==> config.mk <==
export PLATFORM = sky130hd
export DESIGN_NAME = inst_fetch
export DESIGN_NICKNAME = d
export VERILOG_FILES = /design/src/rtl/inst_fetch_pkg.sv /design/src/rtl/if_skid_buf.sv /design/src/rtl/inst_fetch.sv
export SDC_FILE = /design/constraint.sdc
export NUM_CORES = 1
export LEC_CHECK = 0
export ABC_AREA = 1
export CAP_MARGIN = 5
export CORE_MARGIN = 3
export CORE_UTILIZATION = 48
export DETAILED_ROUTE_END_ITERATION = 16
export GPL_TIMING_DRIVEN = 0
export PLACE_DENSITY_LB_ADDON = 0.08
export REMOVE_ABC_BUFFERS = 1
export SLEW_MARGIN = 40
export SYNTH_ARGS = -nofsm -noshare
export SYNTH_HDL_FRONTEND = slang
export SYNTH_SLANG_ARGS = --single-unit
==> constraint.sdc <==
create_clock -name clk -period 2 [get_ports clk]
set_clock_uncertainty 0.2 [all_clocks]
set_input_delay 0.5 -clock clk [delete_from_list [all_inputs] [get_ports clk]]
set_output_delay 0.5 -clock clk [all_outputs]
set_load 0.1 [all_outputs]
==> src/rtl/inst_fetch_pkg.sv <==
// ---------------------------------------------------------------------------
// inst_fetch_pkg
//   Shared definitions for the instruction-fetch slice: default widths, the
//   default reset PC and the fetch FSM state encoding.
// ---------------------------------------------------------------------------
package inst_fetch_pkg;

  localparam int          DEF_PC_W     = 32;
  localparam int          DEF_INST_W   = 32;
  localparam logic [31:0] DEF_RESET_PC = 32'h0000_0000;

  // IDLE: waiting for the skid buffer to drain before issuing a new read.
  // REQ : imem_req held high with a stable address until granted.
  // WAIT: one read outstanding, waiting for its rvalid.
  typedef enum logic [1:0] {
    ST_IDLE = 2'd0,
    ST_REQ  = 2'd1,
    ST_WAIT = 2'd2
  } fetch_state_e;

endpackage

==> src/rtl/if_skid_buf.sv <==
// ---------------------------------------------------------------------------
// if_skid_buf
//   One-entry {inst, pc} holding buffer. It catches a fetch response that
//   arrives while the IF/ID register is stalled.
// Ports
//   clk, rst_n          clock, asynchronous active-low reset
//   push                load push_inst/push_pc into the entry
//   pop                 entry consumed by the IF/ID register
//   flush               discard the entry (redirect); wins over push/pop
//   push_inst, push_pc  incoming response
//   full                entry holds valid data
//   head_inst, head_pc  stored entry
// ---------------------------------------------------------------------------
module if_skid_buf
  import inst_fetch_pkg::*;
#(
  parameter int PC_W   = DEF_PC_W,
  parameter int INST_W = DEF_INST_W
) (
  input  logic              clk,
  input  logic              rst_n,
  input  logic              push,
  input  logic              pop,
  input  logic              flush,
  input  logic [INST_W-1:0] push_inst,
  input  logic [PC_W-1:0]   push_pc,
  output logic              full,
  output logic [INST_W-1:0] head_inst,
  output logic [PC_W-1:0]   head_pc
);

  // A push in the same cycle as a pop replaces the entry, so the buffer
  // stays full and order is kept (old entry leaves, new one arrives).
  always_ff @(posedge clk or negedge rst_n) begin
    if (!rst_n) begin
      full      <= 1'b0;
      head_inst <= '0;
      head_pc   <= '0;
    end else if (flush) begin
      full <= 1'b0;
    end else if (push) begin
      full      <= 1'b1;
      head_inst <= push_inst;
      head_pc   <= push_pc;
    end else if (pop) begin
      full <= 1'b0;
    end
  end

endmodule

==> src/rtl/inst_fetch.sv <==
// ---------------------------------------------------------------------------
// inst_fetch
//   Instruction-fetch stage. Owns the PC, issues one-outstanding word reads to
//   instruction memory and hands {inst, pc, pc+1} to decode through the IF/ID
//   register. Branch redirects replace the PC and flush wrong-path fetches.
// Ports
//   clk, rst_n                    clock, asynchronous active-low reset
//   imem_req, imem_addr           read request / word address (held until gnt)
//   imem_gnt                      request accepted this cycle
//   imem_rvalid, imem_rdata       read response, one per accepted request
//   br_taken, br_target           redirect pulse and its target address
//   id_stall                      decode cannot accept; IF/ID holds
//   if_valid, if_inst             IF/ID valid flag and instruction
//   if_pc, if_pc_next             address of if_inst and its +1 link value
// ---------------------------------------------------------------------------
module inst_fetch
  import inst_fetch_pkg::*;
#(
  parameter int              PC_W     = DEF_PC_W,
  parameter int              INST_W   = DEF_INST_W,
  parameter logic [PC_W-1:0] RESET_PC = PC_W'(DEF_RESET_PC)
) (
  input  logic              clk,
  input  logic              rst_n,
  output logic              imem_req,
  output logic [PC_W-1:0]   imem_addr,
  input  logic              imem_gnt,
  input  logic              imem_rvalid,
  input  logic [INST_W-1:0] imem_rdata,
  input  logic              br_taken,
  input  logic [PC_W-1:0]   br_target,
  input  logic              id_stall,
  output logic              if_valid,
  output logic [INST_W-1:0] if_inst,
  output logic [PC_W-1:0]   if_pc,
  output logic [PC_W-1:0]   if_pc_next
);

  fetch_state_e      state, state_nxt;
  logic [PC_W-1:0]   pc;
  logic [PC_W-1:0]   inflight_pc;
  logic              drop;

  logic              req_fire;
  logic              resp_seen;
  logic              resp_ok;
  logic              ifid_adv;
  logic              skid_push;
  logic              skid_pop;
  logic              skid_full;
  logic              skid_next_full;
  logic [INST_W-1:0] skid_inst;
  logic [PC_W-1:0]   skid_pc;

  // The address is the PC itself; a redirect while REQ is held simply moves
  // the PC, so the new address appears the following cycle.
  assign imem_addr = pc;

  assign req_fire  = (state == ST_REQ) && imem_gnt;
  assign resp_seen = (state == ST_WAIT) && imem_rvalid;
  // A response is useful only if it is not the stale one covered by drop and
  // does not collide with a redirect (which makes it wrong-path).
  assign resp_ok   = resp_seen && !drop && !br_taken;

  // IF/ID can take new data when it is empty or being consumed this cycle.
  assign ifid_adv  = !if_valid || !id_stall;
  assign skid_pop  = ifid_adv && skid_full && !br_taken;
  assign skid_push = resp_ok && (!ifid_adv || skid_full);
  assign skid_next_full = !br_taken && (skid_push || (skid_full && !skid_pop));

  if_skid_buf #(
    .PC_W   (PC_W),
    .INST_W (INST_W)
  ) u_skid (
    .clk       (clk),
    .rst_n     (rst_n),
    .push      (skid_push),
    .pop       (skid_pop),
    .flush     (br_taken),
    .push_inst (imem_rdata),
    .push_pc   (inflight_pc),
    .full      (skid_full),
    .head_inst (skid_inst),
    .head_pc   (skid_pc)
  );

  // State register.
  always_ff @(posedge clk or negedge rst_n) begin
    if (!rst_n) begin
      state <= ST_IDLE;
    end else begin
      state <= state_nxt;
    end
  end

  // Next state and request output. imem_req depends only on the registered
  // state, so br_taken never reaches it combinationally.
  always_comb begin
    state_nxt = state;
    imem_req  = 1'b0;
    case (state)
      ST_IDLE: begin
        if (!skid_full) begin
          state_nxt = ST_REQ;
        end
      end
      ST_REQ: begin
        imem_req = 1'b1;
        if (imem_gnt) begin
          state_nxt = ST_WAIT;
        end
      end
      ST_WAIT: begin
        if (imem_rvalid) begin
          state_nxt = skid_next_full ? ST_IDLE : ST_REQ;
        end
      end
      default: begin
        state_nxt = ST_IDLE;
      end
    endcase
  end

  // PC: a redirect wins over the post-grant increment so the first fetch
  // after a branch uses br_target exactly. The increment wraps naturally.
  always_ff @(posedge clk or negedge rst_n) begin
    if (!rst_n) begin
      pc          <= RESET_PC;
      inflight_pc <= '0;
    end else begin
      if (br_taken) begin
        pc <= br_target;
      end else if (req_fire) begin
        pc <= pc + PC_W'(1);
      end
      if (req_fire) begin
        inflight_pc <= pc;
      end
    end
  end

  // drop marks that the single outstanding read belongs to the old path.
  // Whatever response arrives next consumes it, so repeated redirects while
  // it is set only move the PC.
  always_ff @(posedge clk or negedge rst_n) begin
    if (!rst_n) begin
      drop <= 1'b0;
    end else if (resp_seen) begin
      drop <= 1'b0;
    end else if (br_taken && (req_fire || (state == ST_WAIT))) begin
      drop <= 1'b1;
    end
  end

  // IF/ID register: the skid entry is older than any new response, so it
  // refills first. A redirect empties IF/ID even under id_stall.
  always_ff @(posedge clk or negedge rst_n) begin
    if (!rst_n) begin
      if_valid   <= 1'b0;
      if_inst    <= '0;
      if_pc      <= '0;
      if_pc_next <= '0;
    end else if (br_taken) begin
      if_valid <= 1'b0;
    end else if (ifid_adv) begin
      if (skid_full) begin
        if_valid   <= 1'b1;
        if_inst    <= skid_inst;
        if_pc      <= skid_pc;
        if_pc_next <= skid_pc + PC_W'(1);
      end else if (resp_ok) begin
        if_valid   <= 1'b1;
        if_inst    <= imem_rdata;
        if_pc      <= inflight_pc;
        if_pc_next <= inflight_pc + PC_W'(1);
      end else begin
        if_valid <= 1'b0;
      end
    end
  end

endmodule

# After elaboration in Yosys (flattened, before gate mapping)
# Index checks and enable logic that the tools add are counted.
# classes
add_sub_neg	3
eq_ne	5
mux	23
bitwise	1
reduce_logical	29
# op_table
op	count
2-to-1 mux 32 bit	8
adder 32 x 1 -> 32 bit, second input constant	3
2-to-1 mux 1 bit	11
logical AND 1 bit	10
nonzero test 2 bit	4
logical NOT 1 bit	6
2-to-1 mux 2 bit	3
inequality test 2 bit, second input constant	3
case mux 2 bit (3 select lines)	1
AND reduction 3 bit	2
logical OR 1 bit	4
nonzero test 3 bit	1
== test 2 x 1 -> 1 bit, second input constant	1
== test 2 bit, second input constant	1
logical NOT 2 bit	1
AND reduction 2 bit	1
NOT 1 bit	1
# word_totals
regBits	229
input_bits	70
out_inout_bits	130
word_cells	72

# Logic depth before layout (Yosys ltp)
# Gate-level depths: netlist of the first run.
# logic_depth
depth_word	11
mapped_depth	14
mapped_depth_nobuf	13

# Cells and area by module
# From an unflattened synthesis of the first run, not the netlist that was laid out.
# hier_totals
cells_unflattened	1475
area_unflattened_um2	11324.6
# modules_own_cells
module	instances	cells_each	area_each_um2	seq_area_each_um2
inst_fetch	1	1192	8737.1	4103.9
if_skid_buf	1	283	2587.5	1626.6

# Worst setup path before layout of the first run
# OpenSTA, ideal clock, no wires.
# synth_timing
path_type	register -> register
start	register state[1]
end	register pc[20] (netlist: imem_addr[20])
setup_time_ns	0.132
arrival_ns	2.652
t_required_ns	1.668
setup_slack_ns	-0.984
stages_incl_launch_ff	8
n_path_buf	2
synth_period_minus_slack_ns	2.984
path_cell_list	dfrtp_1 > nor2_1 > nand2_1 > buf_2 > nand2_1 > clkbuf_1 > o21ai_0 > o21bai_1
# synth_between
elab_chain_len	3
# synth_lines
item	line	rtl
start, declared	inst_fetch.sv:39	fetch_state_e state, state_nxt;
start signal, assigned	inst_fetch.sv:92	state <= state_nxt;
== test 2 x 1 -> 1 bit	inst_fetch.sv:59	assign req_fire = (state == ST_REQ) && imem_gnt;
logical AND 1 bit	inst_fetch.sv:59	
nonzero test 2 bit (no source line)	--	
end signal, assigned	inst_fetch.sv:132	pc <= br_target;
end signal, assigned	inst_fetch.sv:134	pc <= pc + PC_W'(1);
end, declared	inst_fetch.sv:40	logic [PC_W-1:0] pc;
# No other way between the ends.
# A chain may end at the register's enable or synchronous reset.

# Worst setup path after layout of the first run
# layout_timing
start	register u_skid.full
end	register if_pc_next[9]
# layout_between
elab_chain_len	2
word_cells_on_any_way	3
classes_between	1 x mux; 2 x reduce/logical
# layout_lines
item	line	rtl
start, declared	if_skid_buf.sv:27	output logic full,
start signal, assigned	if_skid_buf.sv:36	full <= 1'b0;
start signal, assigned	if_skid_buf.sv:40	full <= 1'b0;
start signal, assigned	if_skid_buf.sv:42	full <= 1'b1;
nonzero test 2 bit (no source line)	--	
AND reduction 3 bit (no source line)	--	
end signal, assigned	inst_fetch.sv:170	if_pc_next <= skid_pc + PC_W'(1);
end signal, assigned	inst_fetch.sv:175	if_pc_next <= inflight_pc + PC_W'(1);
end, declared	inst_fetch.sv:36	output logic [PC_W-1:0] if_pc_next
# Several ways; a longest one is shown, not always the timed one.

==> out/metrics.sh, run 1 <==
CLK-INSERTION-DELAY-LATE_PS=520
FIN_CRIT_PS=2230
YOSYSSEQAREASHARE_PCT=52.1
UTILIZATION_PCT=71.0
DRT-VIAS-PER-INSTANCE=5.42
FP.DIEH_UM=157
KIND_OF_CRITICAL_PATH='flop to flop'
NUMBER_OF_PLACEMENT_ROWS=54
GRT_MAX_DEGREE=73
TIMING.SLEW.HEADROOM_PCT=63.5
SYNTH_EDF_COUNT=0
RSZ_0062_RAISED_AFTER_GLOBAL_ROUTING='yes'
NUMCTSBUFFERS=25
DP_HPWL_MM=20.0
DRV_SLEW=0
GRT_PASS1_VIAS=9647
SYNTH_FF_TYPE='dfrtp_1'
NUM_VIAS=10200
ROUTED_WIRE_LENGTH_PER_INSTANCE_UM=18.8
GLOBAL_ROUTE.USAGE.TOTAL_PCT=26.0
REQUIRED_PS=2200
CLOCK.FMAX_GHz=0.449
POWER_SWITCHING_mW=13.5
CLOCKROOTBUFFER='clkbuf_16'
CLKSINKCOUNT=229
FINAL_CELL_COUNT_NO_FILL=1876
FAILED_CHECKS='setup timing'
FINALCRITPERIODSHARE_PCT=111
PORTBUFFERS=199
MAXCAPVIOLATIONS=0
FP.DIEAREA_MM2=0.0248
DRT_PASS_1_ITERS=5
ASYNC_RESET_FF_SHARE_PCT=100
POWER_SWITCHING_SHARE_PCT=53.4
CP_MAX_FO=8
YS_FF_LATCH=229
IO-PIN-COUNT=200
STATUS='finished with violations'
DRT_DRC_VIOLATIONS_LEFT=0
SYNTH.MOST_COMMON_CELL='nand2_1'
GRT_ANTENNA_BEFORE_REPAIR=0
WORSTMARGINPINSLEW_PS=542
MIN-DELAY-PATH-CLASS='input pin to flop'
TOTALPOWERFINAL_mW=25.3
SYNTHESIS.AREA_MM2=0.0110
INTERNAL_POWER_mW=11.8
CORE-AREA_MM2=0.0222
GRT_PASS1_WL_MM=51.2
LAUNCHING_ELEMENT_TYPE_OF_THE_CRITICAL_PATH='flop'
CTS_MAX_PATH_BUFFERS=3
ANTENNADIODECOUNT=0
PATH_CLK_SLEW_PS=60
FIN_WS_PS=-226
PLACEDCELLCOUNT=1752
SEQPWRFRAC_PCT=27.8
SETUP_VIOL=96
SHARE_CLK_OF_TOTAL_POWER_PCT=18.1
TRITONCTS='done'
AREA_DELTA_SYNTH_FINAL_PCT=43.1
FINAL_AREA_MM2=0.0157
ANTENNA_VIOL_NETS_FINAL=0
PLACED_CELL_AREA_MM2=0.0127
DRT_WL_TOTAL_MM=35.2
LEAKAGEPOWER_nW=7.52
HOLD_VIOLATIONS=0
FLOORPLAN.INITIALDENSITY_PCT=49.6
DRT_FIRST_ITER_VIOLATIONS=706
FINALNETCOUNT=1651
CRITICAL_PATH.ENDPOINT_TYPE='flop'
YOSYS_WARNINGS=0
SYNTH_TOP_AREA_SHARE_PCT=52.1
NUM-FILL-CELLS=1671
YOSYS-TOP-CELLS-COUNT='nand2_1 (469), dfrtp_1 (229), nor2_1 (116), inv_1 (97), o21ai_0 (89)'
DIE_W_UM=157
SYNTH_CELL_TYPE_COUNT=36
DP_WORST_SETUP_SLACK_PS=-1250
PLACE_CONGESTION=0.871
SYN_INST=1322
HTREEDEPTH=1
ARR_TIME_CRIT_PATH_PS=2420
SYN-MEAN-INSTANCE-AREA_UM2=8.32
POWER.DENSITY_CELL_AREA_mW_PER_MM2=1610
GRT_REMAINING_OVERFLOW=0
LAYOUT_CELLS_SIZED_ABOVE_1_PCT=30.0
POST-SYNTH-TOP-AREA-CELL='dfrtp_1'
POWER.SHARE.COMBINATIONAL_PCT=54.0
SYNTH_AREA_LEADERS='dfrtp_1 (52%), nand2_1 (16%), mux2_2 (4.1%), o21ai_0 (4.1%), nor2_1 (4.0%)'
VDD.IR_DROP.WORST_uV=1150
final cells by class:
cell class / count / area [um2] / share of cell area [%]
inverter: 102 / 429 / 2.73
multi-input combinational: 935 / 5360 / 34.0
sequential: 229 / 5740 / 36.5
timing repair buffer: 282 / 3010 / 19.1
timing repair inverter: 4 / 45.0 / 0.286
clock inverter: 8 / 96.3 / 0.612
tap: 280 / 350 / 2.23
clock buffer: 36 / 707 / 4.49
stage by stage:
step / hold WS (ps) / TNS (ps)
final: 160 / -7390
after floorplan: 4.41 / -539090
after CTS: 131 / -4960
after global routing: 177 / -12130
after detailed placement: 221 / -132060
after global placement: 262 / -3201590
routing by layer:
layer  GRT usage [%]  up-vias  part of all wire, %
li1                -     4787                    -
met1            37.5     4956                   44
met2            41.2      361                   46
met3            4.32       55                  7.1
met4            6.86        0                  2.4
met5               0        -                    0
flip-flops by register name (all words and copies together), names as in the netlist:
signal / flops
if_inst: 32
if_pc: 32
if_pc_next: 32
imem_addr: 32
inflight_pc: 32
u_skid.head_inst: 32
u_skid.head_pc: 32
state: 2
drop: 1
if_valid: 1
u_skid.full: 1
cells by family (layout without fill, tap and decap cells):
kind of cell,after synthesis,in the layout,share of synthesized area (%)
buf+inv,160,432,6.09
mux,49,49,5.02
flops,229,229,52.1
compound gates,171,171,9.17
fa+ha+maj,2,2,0.228
simple gates,685,687,25.3
xor+xnor,26,26,2.07
path summary, 6_finish.rpt:
check	from	endpoint	slack [ps]	cells past startpoint
max	u_skid.full	if_pc_next[9]	-230	11
min	br_taken	imem_addr[19]	160	3
max reg2reg	u_skid.full	if_pc_next[9]	-230	11
min reg2reg	if_pc_next[31]	if_pc_next[31]	280	2
max in group asynchronous	rst_n	u_skid.head_pc[23]	320	4
min in group asynchronous	rst_n	if_inst[2]	270	2
critical path: stages (launching register included):
cell and delay (ps):
dfrtp_4 540, buf_12 190, inv_8 110, nand2_1 70, nand2_2 100, nand2_1 120, nor2_4 160, nand2_4 120
nor2_4 170, buf_4 150, buf_4 100, o211ai_1 70
power by group through the flow:
stage | combinational, mW | clock [mW] | sequential, mW
after global placement | 12.8 | 0 | 6.91
final | 13.7 | 4.59 | 7.05
after floorplan | 2.47 | 0 | 14.0
after detailed placement | 12.0 | 0 | 6.90
after CTS | 12.9 | 4.65 | 6.91
after global routing | 14.3 | 4.84 | 7.21
layout by cell type (no fill, tap or decap), types with 13 or more instances in the layout:
cell type / count
mux2_2: 40
buf_4: 130
nand2_1: 421
buf_6: 28
a31oi_1: 32
xor2_1: 25
o21ai_0: 82
nand2_4: 17
nor2_4: 39
nand4_1: 13
nor2_1: 51
nand2_2: 41
clkbuf_16: 34
nand3_1: 36
nor2_2: 37
o211ai_1: 14
inv_1: 89
dfrtp_1: 221
clkdlybuf4s50_1: 67
clkbuf_4: 16
repair_timing:
| item | 4_1_cts | 5_1_grt |
|---|---|---|
| pin swaps | 26 | 43 |
| endpoints found under the hold margin | 46 | 0 |
| gates cloned | 14 | 13 |
| buffers inserted | 27 | 27 |
| endpoints found under the setup margin | 299 | 180 |
| resized for setup | 220 | 186 |
| hold buffers | 1 | 0 |
(Power assumes the default switching activity.)
==> inputs of run 2 (changes only) <==
--- a/config.mk
+++ b/config.mk
@@ -9,4 +9,4 @@
 export CAP_MARGIN = 5
-export CORE_MARGIN = 3
-export CORE_UTILIZATION = 48
+export CORE_MARGIN = 2
+export CORE_UTILIZATION = 45
 export DETAILED_ROUTE_END_ITERATION = 16
--- a/constraint.sdc
+++ b/constraint.sdc
@@ -4,2 +4,2 @@
 set_output_delay 0.5 -clock clk [all_outputs]
-set_load 0.1 [all_outputs]
+set_load 0.005 [all_outputs]
==> out/metrics.sh, run 2 (synthesis gave the netlist of run 1 again) <==
TIMING.SETUP.TNS_PS=-7990
FIN_WS_PS=-211
ANTENNA_VIOL_NETS_FINAL=0
MAXCAPVIOLATIONS=0
GRT_PASS1_WL_MM=56.1
DRT_WL_TOTAL_MM=36.6
UTILIZATION_PCT=69.7
GRT_ANTENNA_BEFORE_REPAIR=0
DRT_PASS_1_ITERS=8
CORE-AREA_MM2=0.0242
TOTALPOWERFINAL_mW=18.2
KIND_OF_CRITICAL_PATH='flop to flop'
DP_HPWL_MM=19.9
LEAKAGEPOWER_nW=8.22
PATH_CLK_SLEW_PS=60
LAUNCHING_ELEMENT_TYPE_OF_THE_CRITICAL_PATH='flop'
DIE_W_UM=160
LAYOUT.AREA.SEQ_MM2=0.00575
GRT_PASS1_VIAS=10300
HTREEDEPTH=1
FP.DIEAREA_MM2=0.0257
RSZ_0062_RAISED_AFTER_GLOBAL_ROUTING='yes'
NUMBER_OF_PLACEMENT_ROWS=57
IO-PIN-COUNT=200
SETUP.REG_TO_REG.WORST_SLACK_PS=-210
FINALHOLDWORSTSLACK_PS=145
FLOORPLAN.INITIALDENSITY_PCT=45.5
TRITONCTS='done'
GRT_MAX_DEGREE=73
NUM_VIAS=10400
POWER.DENSITY_CELL_AREA_mW_PER_MM2=1080
FINALNETCOUNT=1712
AREA_OF_THE_MULTI_INPUT_GATES_MM2=0.00584
CLK-INSERTION-DELAY-LATE_PS=550
WORSTMARGINPINSLEW_PS=439
FINAL_CELL_MIX='nand2_1 (356), dfrtp_1 (219), dlygate4sd2_1 (128), buf_4 (89), inv_1 (84)'
SLOWEST_STAGE='dfrtp_4'
FAILED_CHECKS='setup timing'
NUM-FILL-CELLS=1847
CPMOSTUSEDCELL='nand2_1'
PLACED_CELL_AREA_MM2=0.0134
PORTBUFFERS=199
FINAL_AREA_MM2=0.0168
VDD.IR_DROP.WORST_uV=732
AREA_DELTA_SYNTH_FINAL_PCT=53.2
CLOCKROOTBUFFER='clkbuf_16'
NUMCTSBUFFERS=26
ROUTED_WIRE_LENGTH_PER_INSTANCE_UM=18.5
FIN_CRIT_PS=2210
FINALCRITPERIODSHARE_PCT=111
SETUP_VIOL=79
MAX_STAGE_DELAY_PS=500
CRITICAL_PATH.ENDPOINT_TYPE='flop'
LAYOUT_CELLS_SIZED_ABOVE_1_PCT=28.5
LAYOUT_COMMONEST_CELL='nand2_1'
GLOBAL_ROUTE.USAGE.TOTAL_PCT=27.5
FP.DIEH_UM=160
HOLD_VIOLATIONS=0
CLOCK.FMAX_GHz=0.452
DRV_SLEW=0
PLACE_CONGESTION=0.895
ANTENNADIODECOUNT=0
DP_WORST_SETUP_SLACK_PS=-1200
PLACEDCELLCOUNT=1796
CP_CELL_SEQUENCE='buf_12, o21a_4, inv_4, ha_4, nand2_4, nor2_4, nand2_4, nor2_4, nand2_1, nand2_1, nand2_1, nand2_1, nand2_1'
ARR_TIME_CRIT_PATH_PS=2430
DRT_FIRST_ITER_VIOLATIONS=769
DRT_DRC_VIOLATIONS_LEFT=0
STATUS='finished with violations'
CLKSINKCOUNT=229
FINAL_CELL_COUNT_NO_FILL=1982
WORST-PATH-BUF-INV=2
REQUIRED_PS=2220
CRITPATHTOPFAMILY='simple AND/OR/NAND/NOR gates'
GRT_REMAINING_OVERFLOW=0
TIMING.SLEW.HEADROOM_PCT=70.7
MIN-DELAY-PATH-CLASS='input pin to flop'
CTS_MAX_PATH_BUFFERS=3
DRT-VIAS-PER-INSTANCE=5.27
CP_MAX_FO=4
## run 2: cell types whose count changed in the layout (fill, tap and decap cells not counted), moves of 13 or more
cell           change
nor2_1            +25
buf_6             -13
mux2_2            -27
o21ai_0           -15
nand2_2           +21
buf_4             -41
clkbuf_4          -16
nand2_4           +44
mux2_4            +35
nand2_1           -65
dlygate4sd2_1    +128
nor2_2            -28
## run 2: timing repair
item	in CTS	in global routing
resized for setup	396	162
hold endpoints to repair	51	0
pin swaps	92	59
buffers inserted	103	21
endpoints found under the setup margin	320	131
cloned	19	3
hold buffers	1	0
## run 2: worst min-delay path, delay by kind of cell
family	cells	cell delay [ps]
and+or+nand+nor	1	100
AOI/OAI and AO/OA	1	50
buffers and inverters	1	180
## run 2: power breakdown
group	total [mW]	switching, mW	internal, mW
registers	6.85	0.887	5.96
clock network	4.86	1.92	2.94
logic	6.49	3.47	3.01
total	18.2	6.28	11.9
## run 2: path summary, 6_finish.rpt
kind	cells after the start	end	from
min reg2reg	2	if_pc[10]	if_pc[10]
max reg2reg	13	if_pc_next[26]	u_skid.full
max	13	if_pc_next[26]	u_skid.full
min in group asynchronous	2	if_inst[8]	rst_n
min	3	drop	br_taken
max in group asynchronous	4	imem_addr[25]	rst_n
## run 2: final cells by class
class,instances,share of cell area (%)
Clock buffer,41,4.67
Sequential cell,229,34.1
Timing Repair Buffer,340,20.6
Clock inverter,5,0.512
Inverter,102,2.61
Tap cell,324,2.41
Multi-Input combinational cell,935,34.6
Timing Repair inverter,6,0.423
## run 2: per-layer routing
metal  GRT usage (%)  vias up  part of all wire [%]
met5               0        -                     0
met1            39.2     5094                    45
met4            6.88        0                   1.9
met2            44.8      373                    47
met3            3.82       65                   6.2
li1                -     4912                     -
==> patch 1 (flow settings as in run 2) <==
The 3 states of `fetch_state_e` get a one-hot encoding in 3 bits.
--- a/src/rtl/inst_fetch_pkg.sv
+++ b/src/rtl/inst_fetch_pkg.sv
@@ -13,8 +13,8 @@
   // REQ : imem_req held high with a stable address until granted.
   // WAIT: one read outstanding, waiting for its rvalid.
-  typedef enum logic [1:0] {
-    ST_IDLE = 2'd0,
-    ST_REQ  = 2'd1,
-    ST_WAIT = 2'd2
+  typedef enum logic [2:0] {
+    ST_IDLE = 3'b001,
+    ST_REQ  = 3'b010,
+    ST_WAIT = 3'b100
   } fetch_state_e;
 
Formal check against the unedited RTL: no difference found for any inputs over 4 cycles, from zero or initial values and one cycle with rst_n low; so few cycles prove little.
==> patch 1 against run 2 <==
  * The flow still finishes with violations (setup timing)
  * Design area grew 1.6%
  * Total power is 0.86% lower
  * Die area increased by 0.70%
  * Fmax shrank 1.3%
  * Wire length up 3.7%
  * Via count is 3.7% higher
  * Worst setup slack worse by 0.028 ns
  * Global-route usage increased by 0.10 points
  * Sequential cell count grew 1
  * Non-clock buffer count increased by 22
  * Area after synthesis is 0.72% higher
  * Clock power is 3% lower
==> patch 1: results (changes against run 2) <==
** Status
- Status :: finished with violations
- The final reports fail on setup timing.

** Placed design
- The total placed instance area came to 13450 um^2 (+0.65%).
- Half-perimeter wire length after placement :: 20520 um (+3.2%)
- The worst setup timing slack at the placement stage came to -1.441 ns (-0.2393 ns).

** Global route
- The met2 track demand over resource in global routing came to 0.4419 (-0.006580).
- Overall Global Routing Usage :: 0.2762 (+0.0009990)
- Global routing met3 resource utilization :: 0.03900 (+0.0007748)

** Route
- The length of the first detailed-routing pass in iterations was 5 (-3).
- The detailed-route wire length per cell is 18.37 um (-0.55%).
- DRT iter0 DRCs :: 857 (+11%)

** Yosys
- The xor and xnor fraction of the mapped netlist area was 0.02372 (+0.003016).
- Proportion of synthesized chip area in sequential cells :: 0.5198 (-0.001336)
- Count of cell types in the netlist :: 34 (-5.6%)
- Synth top cells by count :: sky130_fd_sc_hd__nand2_1, sky130_fd_sc_hd__dfrtp_1, sky130_fd_sc_hd__nor2_1

** STA
- Final setup TNS :: -11.38 ns (-3.386 ns)
- The worst hold margin came to 0.2086 ns (+0.06395 ns).
- The count of final setup violators came to 93 (+18%).
- The worst path setup slack after routing came to -0.2389 ns (-0.02801 ns).

** Setup path
- Critical Path Fanout Max :: 8 (+4)
- Setup slack, reg-to-reg :: -0.24 ns (-0.03 ns)

** Final layout
- The number of fill cells was 1939 (+5.0%).
- The layout net count was 1796 (+4.9%).
- The number of standard cells in the final layout excluding fillers came to 2067 (+4.3%).

** Power and ir drop
- Largest vdd supply drop :: 0.6844 mV (-6.5%)
- The static leakage was 8.289 nW (+0.86%).

** Clocking
- Worst-Skew Late Latency :: 0.53 ns (-0.02 ns)
- The quantity of gates resized following cts came to 449 (+13%).
-- patch 1: cell count changes after synthesis, sizes merged, moves of 4 or more --
cell,before,now
nor2,128,146
o211ai,14,10
o21bai,11,6
inv,101,109
nand3,46,54
o21ai,91,105
mux2,49,34
nand2,480,512
-- patch 1: area by class of cell --
class / count / area, um^2 / area share
sequential: 230 / 5798 / 0.3386
clock buffer: 42 / 792.0 / 0.04626
timing repair inverter: 6 / 82.58 / 0.004823
multi-input combinational: 988 / 5793 / 0.3384
tap: 324 / 405.4 / 0.02368
antenna: 1 / 2.502 / 0.0001462
timing repair buffer: 362 / 3725 / 0.2176
clock inverter: 4 / 45.04 / 0.002631
inverter: 110 / 478.0 / 0.02792
-- patch 1: worst max-delay path by stage --
| stage | start | to | depth (start not counted) |
|---|---|---|---|
| 5_1_grt | state[1]$_DFFE_PN0P_ | u_skid.head_inst[23]$_DFFE_PN0P_ | 9 |
| 6_report | u_skid.full$_DFFE_PN0P_ | u_skid.head_inst[23]$_DFFE_PN0P_ | 9 |
| 3_3_place_gp | rst_n | inflight_pc[17]$_DFFE_PN0P_ | 1 |
| 2_1_floorplan | u_skid.full$_DFFE_PN0P_ | u_skid.head_inst[0]$_DFFE_PN0P_ | 4 |
| 3_5_place_dp | u_skid.full$_DFFE_PN0P_ | u_skid.head_inst[26]$_DFFE_PN0P_ | 9 |
| 4_1_cts | u_skid.full$_DFFE_PN0P_ | if_pc_next[24]$_DFFE_PN0P_ | 12 |
-- patch 1: power by group --
group          total, mW  leakage [nW]  switching, mW  internal [mW]
registers           6.71          2.90          0.744           5.97
logic               6.64          4.97           3.60           3.04
clock network       4.69         0.412           1.87           2.81
total               18.0          8.29           6.22           11.8
==> patch 2 (config.mk and constraints of run 2) <==
Made on the original files. Set the package constant `DEF_PC_W` to 16 (it was 32).
--- a/src/rtl/inst_fetch_pkg.sv
+++ b/src/rtl/inst_fetch_pkg.sv
@@ -6,5 +6,5 @@
 package inst_fetch_pkg;
 
-  localparam int          DEF_PC_W     = 32;
+  localparam int          DEF_PC_W     = 16;
   localparam int          DEF_INST_W   = 32;
   localparam logic [31:0] DEF_RESET_PC = 32'h0000_0000;
Ports: changed (resized br_target, if_pc, if_pc_next and imem_addr); port bits go from 200 to 136. No check against the original RTL was run, so the function may have changed too.
==> patch 2 against run 2 <==
  * Design area down 41%
  * Sequential cell count down 80
  * Sequential share of layout area up 3.3 points
  * Combinational power down 41%
  * Total power down 36%
  * Worst setup slack better by 0.24 ns
  * Critical path type is now reg2out
  * Area after synthesis down 36%
  * Wire length down 49%
  * Critical endpoint is now if_inst[25]
==> patch 2: results (changes against run 2) <==
** Placed design
- Cell area after placement :: 8551 um^2 (-36%)
- The placer congestion estimate was 0.8412 (-6.0%).
- Placed cells :: 1183 (-34%)
- Half-perimeter wire length after placement :: 10620 um (-47%)
- Port Buf Inserts :: 135 (-32%)
- DP Worst Slack :: -1.712 ns (-0.5103 ns)

** Global route
- Overall Global Routing Usage :: 0.2373 (-0.03782)
- The via count of the first global-routing pass came to 5977 (-42%).
- The global-route wire length before repair is 30540 um (-46%).
- The pin count of the biggest net entering global routing is 62 (-15%).

** Yosys
- The number of distinct library cell variants in the gate-level netlist after synthesis was 34 (-5.6%).
- Synthesized area per cell :: 8.067 um^2 (-3.0%)
- Synth top area cells :: sky130_fd_sc_hd__dfrtp_1, sky130_fd_sc_hd__nand2_1, sky130_fd_sc_hd__o21ai_0, sky130_fd_sc_hd__inv_1, sky130_fd_sc_hd__nor2_1
- Synth async-reset ratio :: 1.000 (unchanged)
- Synth top cells by count :: sky130_fd_sc_hd__nand2_1, sky130_fd_sc_hd__dfrtp_1, sky130_fd_sc_hd__inv_1

** Status
- Status :: finished clean

** Route
- The total number of vias was 6241 (-40%).
- The DRC violation total after the first TritonRoute iteration is 429 (-44%).
- Routed via count divided by cell count :: 4.887 (-7.3%)
- Met2 WL post-DR :: 8451 um (-51%)
- Detailed Routing Iterations Pass 1 :: 7 (-1)
- Total Wirelength :: 18820 um (-49%)

** Power and ir drop
- Sequential cell power :: 4.28 mW (-38%)
- Largest vdd supply drop :: 0.6460 mV (-12%)
- Power density over the cells :: 1162 nW/um^2 (+7.6%)
- The static leakage is 5.151 nW (-37%).
- P_int :: 8.078 mW (-32%)
- Comb. pwr :: 3.81 mW (-41%)

** Final layout
- Fill count :: 1287 (-30%)
- The proportion of layout cells with a drive suffix above 1 came to 0.1520 (-0.1327).
- Final nets :: 1109 (-35%)

** STA
- Actual transition at the worst max-transition pin :: 0.5801 ns (+0.1407 ns)

** Min path
- Hold path startpoint :: if_pc_next[4]$_DFFE_PN0P_
- The tightest min-delay check is of the reg2reg type.

** Clocking
- The clock tree buffer depth came to 2 (-1).
- The number of buffers inserted during clock tree synthesis was 17 (-35%).
- The number of H-tree branching levels came to 4 (+3).

** Setup path
- The largest fanout on the critical path is 2 (-2).
- Arrival time of data at the critical path endpoint :: 1.27 ns (-1.16 ns)
- Slowest cell on the critical path :: sky130_fd_sc_hd__clkdlybuf4s50_1
- Family with the most delay on the worst path :: buffers and inverters
==> patch 2: cell types whose count changed after synthesis, sizes merged, moves of 10 or more <==
cell,run 2,this run
o21bai,11,1
mux2,49,0
xor2,25,5
nor2,128,95
nand2,480,293
dfrtp,229,149
nand4,13,2
nand3,46,32
nor3,12,1
==> patch 2: path summary, 6_finish.rpt <==
check                      depth (start not counted)                                to  slack, ns
min                                                2         if_pc_next[4]$_DFFE_PN0P_       0.28
max                                                1                       if_inst[25]       0.03
min in group asynchronous                          2  u_skid.head_inst[30]$_DFFE_PN0P_       0.35
max reg2reg                                       10        if_pc_next[12]$_DFFE_PN0P_       0.03
min reg2reg                                        2         if_pc_next[4]$_DFFE_PN0P_       0.28
max in group asynchronous                          3          imem_addr[9]$_DFFE_PN0P_       0.63
==> patch 2: worst reg2reg max path: stages, from the launching register on <==
cell                      delay, ns
sky130_fd_sc_hd__dfrtp_4       0.51
sky130_fd_sc_hd__buf_12        0.17
sky130_fd_sc_hd__o21ai_4       0.22
sky130_fd_sc_hd__ha_4          0.18
sky130_fd_sc_hd__nand2_4       0.06
sky130_fd_sc_hd__nor2_4        0.20
sky130_fd_sc_hd__nand2_4       0.09
sky130_fd_sc_hd__inv_2         0.07
sky130_fd_sc_hd__nand2_1       0.05
sky130_fd_sc_hd__nand2_1       0.05
sky130_fd_sc_hd__nand3_1       0.06
==> patch 2: what timing repair did <==
| action | 4_1_cts | 5_1_grt |
|---|---|---|
| hold buffers | 1 | 0 |
| cloned | 7 | 1 |
| hold endpoints to repair | 37 | 0 |
| gates resized for setup | 71 | 69 |
| pin swaps | 7 | 16 |
| buffers inserted | 34 | 20 |
| endpoints found under the setup margin | 130 | 150 |
==> patch 2: layout make-up <==
class,count,area (um^2),share of cell area
Sequential cell,149,3739,0.3744
Multi-Input combinational cell,589,2860,0.2864
Timing Repair Buffer,196,2013,0.2016
Clock buffer,22,464.2,0.04649
Inverter,96,422.9,0.04235
Tap cell,211,264.0,0.02644
Clock inverter,10,177.7,0.01779
Timing Repair inverter,4,45.04,0.004511
==> patch 2: cell families (layout without fill, tap and decap cells) <==
| group | Yosys count | in the layout | synth area share |
|---|---|---|---|
| buffers and inverters | 137 | 328 | 0.08716 |
| AND/OR/NAND/NOR | 425 | 427 | 0.2483 |
| flip-flops | 149 | 149 | 0.5301 |
| XOR/XNOR | 8 | 8 | 0.009961 |
| adder cells (fa/ha/maj) | 2 | 2 | 0.003557 |
| AO/OA/AOI/OAI | 151 | 152 | 0.1210 |
==> patch 2: layer usage <==
layer / track usage / vias up
met2: 0.3735 / 175
met3: 0.06441 / 32
met1: 0.3216 / 2909
met4: 0.07801 / 0
li1: - / 3125
met5: 0 / -
